`src/rtl/fact_seq_ctrl.sv`:
```
// Multi-cycle factorial sequencer: range-checks the operand, then does one acc*=k per clock.
// Results above the display limit are flagged as an overflow and shown as all-ones.
module fact_seq_ctrl #(
    parameter int W          = 28,
    parameter int N_MAX      = 11,
    parameter int MAX_RESULT = 99_999_999
) (
    input  logic         clk,
    input  logic         rst,
    input  logic         valid_in,
    input  logic [W-1:0] n,
    input  logic         cancel,
    output logic         busy,
    output logic         valid_out,
    output logic         ovrflow,
    output logic [W-1:0] d_out
);

    typedef enum logic [1:0] {IDLE, CHECK, MUL, DONE} state_t;

    localparam logic signed [W-1:0] N_MAX_S = W'(N_MAX);
    localparam logic [2*W-1:0]      MAX_P   = (2*W)'(MAX_RESULT);

    state_t         state;
    logic [W-1:0]   n_reg, acc, cnt;
    logic [2*W-1:0] prod;
    logic           n_bad;

    always_comb begin
        prod  = (2*W)'(acc) * (2*W)'(cnt);
        n_bad = n_reg[W-1] || ($signed(n_reg) > N_MAX_S);
    end

    // d_out/ovrflow are loaded on the transition into DONE so they are
    // already stable during the single valid_out cycle.
    always_ff @(posedge clk or negedge rst) begin
        if (!rst) begin
            state     <= IDLE;
            busy      <= 1'b0;
            valid_out <= 1'b0;
            ovrflow   <= 1'b0;
            d_out     <= '0;
            n_reg     <= '0;
            acc       <= '0;
            cnt       <= '0;
        end else begin
            valid_out <= 1'b0;
            case (state)
                IDLE: begin
                    if (valid_in) begin
                        n_reg <= n;
                        acc   <= W'(1);
                        cnt   <= W'(2);
                        busy  <= 1'b1;
                        state <= CHECK;
                    end
                end
                CHECK: begin
                    if (cancel) begin
                        busy  <= 1'b0;
                        state <= IDLE;
                    end else if (n_bad) begin
                        d_out     <= '1;
                        ovrflow   <= 1'b1;
                        valid_out <= 1'b1;
                        state     <= DONE;
                    end else if (n_reg <= W'(1)) begin
                        d_out     <= acc;
                        ovrflow   <= 1'b0;
                        valid_out <= 1'b1;
                        state     <= DONE;
                    end else begin
                        state <= MUL;
                    end
                end
                MUL: begin
                    if (cancel) begin
                        busy  <= 1'b0;
                        state <= IDLE;
                    end else if (prod > MAX_P) begin
                        // unreachable with the default parameters, kept for other limits
                        d_out     <= '1;
                        ovrflow   <= 1'b1;
                        valid_out <= 1'b1;
                        state     <= DONE;
                    end else begin
                        acc <= prod[W-1:0];
                        if (cnt == n_reg) begin
                            d_out     <= prod[W-1:0];
                            ovrflow   <= 1'b0;
                            valid_out <= 1'b1;
                            state     <= DONE;
                        end else begin
                            cnt <= cnt + W'(1);
                        end
                    end
                end
                DONE: begin
                    busy  <= 1'b0;
                    state <= IDLE;
                end
                default: begin
                    busy  <= 1'b0;
                    state <= IDLE;
                end
            endcase
        end
    end

endmodule

```
`config.mk`:
```
export PLATFORM = sky130hd
export DESIGN_NAME = fact_seq_ctrl
export DESIGN_NICKNAME = d
export VERILOG_FILES = /design/src/rtl/fact_seq_ctrl.sv
export SDC_FILE = /design/constraint.sdc
export NUM_CORES = 2
export LEC_CHECK = 0
export CAP_MARGIN = 5
export CORE_MARGIN = 1.5
export CORE_UTILIZATION = 35
export DETAILED_ROUTE_END_ITERATION = 8
export GPL_TIMING_DRIVEN = 1
export PLACE_DENSITY = 0.49
export SLEW_MARGIN = 0
export SYNTH_ARGS = -nofsm -noshare
export SYNTH_HDL_FRONTEND = slang
export SYNTH_SLANG_ARGS = --single-unit
```
`constraint.sdc`:
```
create_clock -name clk -period 8.6 [get_ports clk]
set_input_delay 0.86 -clock clk [delete_from_list [all_inputs] [get_ports clk]]
set_output_delay 0.86 -clock clk [all_outputs]
set_load 0.005 [all_outputs]
```
==> reports/metrics.yaml <==
outcome:
  status: "finished clean"
setup_path:
  worstPathArrival_ps: 8970
  critical_path.max_stage_delay_ps: 580
  end_kind: "register"
  slowest_stage: "fa_1"
  critPathKind: "register to register"
  critical_path.startpoint: "cnt[1]"
  cp_max_fo: 6
  cp-start-kind: "register"
  rr_startpoint: "cnt[1]"
  worstPathRequired_ps: 8970
  cpMostUsedCell: "fa_1"
detailed_routing:
  route.vias.total: 25000
  drt_iter0_drc: 1602
  routedWlPerCell_um: 21.1
  antenna_left: 0
  drc_errors: 0
  dr.pass1.iters: 5
  vias_per_cell: 5.01
  drt_wl_total_um: 105000
synth:
  ys_seq_area_share_pct: 9.12
  yosys_warnings: 0
  synth_nets: 4537
  syn_avg_cell_area_um2: 8.88
  netlist.area_leader.share_pct: 42.0
  async_flop_share_pct: 100
  ys_seq_elements: 117
  synth_top_area_cell: "fa_1"
  yosysMostFrequentCell: "inv_1"
  synth.area.top_cells: "fa_1, dfrtp_1, inv_1, ha_1, and2_1"
  syn_area_um2: 32100
  synth_edf_count: 0
  yosysUniqueCellTypes: 76
  synth_flop_cell: "dfrtp_1"
  syn-instance-count: 3616
  synth_common_cells: "inv_1, fa_1, nand2_1, and2_1, clkbuf_1"
sta:
  fin_crit_ps: 8600
  relSlewSlack_pct: 12.9
  rsz0062_at_grt: "yes"
  holdWs_ps: 499
  finalClockSkew_ps: 16.6
  hold_violations: 0
  fmax_ghz: 0.116
  post-route-period-util_pct: 100
  worstMarginPinSlew_ps: 1310
  setup_violations: 0
  drv_slew: 0
hold_path:
  hp-class: "input port to asynchronous set/reset pin"
flow_run:
  max_cap_violations: 0
clocking:
  clk_pin_slew_ps: 70
  h-tree-depth: 4
  root_buffer: "clkbuf_16"
  postCtsHoldBufs: 0
  clk_latency_ps: 450
  cts_buffers: 17
  cts_tree: "built"
  cts_buffer_depth: 2
  clkSinkCount: 117
floorplanning:
  io_pins: 63
  die_w_um: 306
  die_h_um: 306
  fp-row-count: 110
  initial_core_util_pct: 35.5
  dieArea_um2: 93600
  core_um2: 90400
power_and_ir_drop:
  ir_drop_v: 0.000131
  power.total_uw: 2440
  power_leakage_uw: 0.0184
  power.density_nw_per_um2: 64.4
grt:
  antenna_found_initial: 7
  grt_pass1_vias: 26400
  grt_max_degree: 62
  grt_use_total_pct: 22.7
  grt_pass1_wl_um: 160000
  overflow: 0
layout:
  final.fill_count: 9025
  drive_gt1_share_pct: 14.5
  regArea_um2: 2950
  fin_nets: 4717
  multi_input_area_um2: 25900
  synthToLayoutAreaGrowth_pct: 17.7
placed_design:
  place_hpwl_um: 83700
  port_buffers: 62
  place.gp.congestion: 0.925
-- what timing repair did --
action | CTS | global route
buffers inserted | 2 | 34
setup endpoints to repair | 87 | 88
pin swaps | 3 | 70
cloned | 0 | 10
resized for setup | 17 | 137
-- per-stage QoR --
step	TNS, ps	cells	setup WS [ps]	util [%]	instance area [µm²]
final	0	4986	1.46	41.8	37800
after CTS	0	4941	12.4	40.7	36800
after global placement	-16970	4907	-296	40.0	36100
after detailed placement	-9150	4907	-199	40.0	36100
after floorplan	0	3616	166	-	32100
after global routing	-8160	4985	-194	41.8	37800
-- routing by layer --
metal | vias to the layer above | global-route usage [%] | routed length [µm]
met5 | - | 0 | 7
met3 | 103 | 2.63 | 5430
met2 | 664 | 37.5 | 49400
li1 | 11200 | - | -
met1 | 13000 | 31.8 | 47300
met4 | 2 | 5.47 | 3070
-- power by group --
group / total [µW] / internal, µW / switching, µW
Combinational: 825 / 426 / 400
Sequential: 843 / 697 / 146
Clock: 767 / 417 / 350
Total: 2440 / 1540 / 896
-- critical path, delay by kind of cell (launching register included) --
| family | cells | cell delay (ps) |
|---|---|---|
| buffers and inverters | 8 | 950 |
| and+or+nand+nor | 5 | 1420 |
| adders and majority gates | 8 | 3840 |
| AOI/OAI and AO/OA | 8 | 1780 |
| DFF | 1 | 500 |
-- cells by family (layout without fill, tap and decap cells) --
group	after synthesis	count (layout)	share of synthesized area [%]
AND/OR/NAND/NOR	1136	1136	17.6
AO/OA/AOI/OAI	325	325	6.72
multiplexers	70	70	2.41
other	0	1	0
flip-flops	117	117	9.12
XOR/XNOR	69	69	1.88
adder cells (fa/ha/maj)	889	889	50.4
buffers and inverters	1010	1203	11.9
-- final timing paths --
check	to	slack, ps	cells past startpoint
setup / recovery	cnt[10]	1	29
hold / removal	n_reg[12]	500	1
setup reg to reg	cnt[10]	1	29
hold reg to reg	d_out[6]	500	1
max in group asynchronous	cnt[2]	6670	2
min in group clk	d_out[6]	500	1
-- placed cells by master (no fill, tap or decap), types with 13 or more instances in the layout --
cell type	synthesis	routed
a21o_1	20	20
a21oi_1	90	65
a21oi_2	4	27
a31oi_1	18	16
and2_1	401	397
buf_12	0	55
buf_4	0	253
clkbuf_16	0	23
clkdlybuf4s50_1	0	61
dfrtp_1	117	104
fa_1	674	667
ha_1	215	205
inv_1	778	774
mux2_2	57	57
nand2_1	499	494
nand3_1	21	20
nand4_1	36	36
nor2_1	87	84
nor4_1	15	15
o21ai_0	64	51
o21ai_1	10	19
o2bb2ai_1	16	16
or3_1	20	13
xnor2_1	39	37
xor2_1	30	30
-- layout make-up --
type                    count  area share [%]
multi-input cells        2489            68.5
inverters                 778            7.73
repair buffers            393            10.4
flip-flops and latches    117            7.80
clock inverters            15           0.463
clock buffers              17            1.13
well taps                1176            3.89
diodes                      1         0.00662
(Power assumes the default switching activity.)
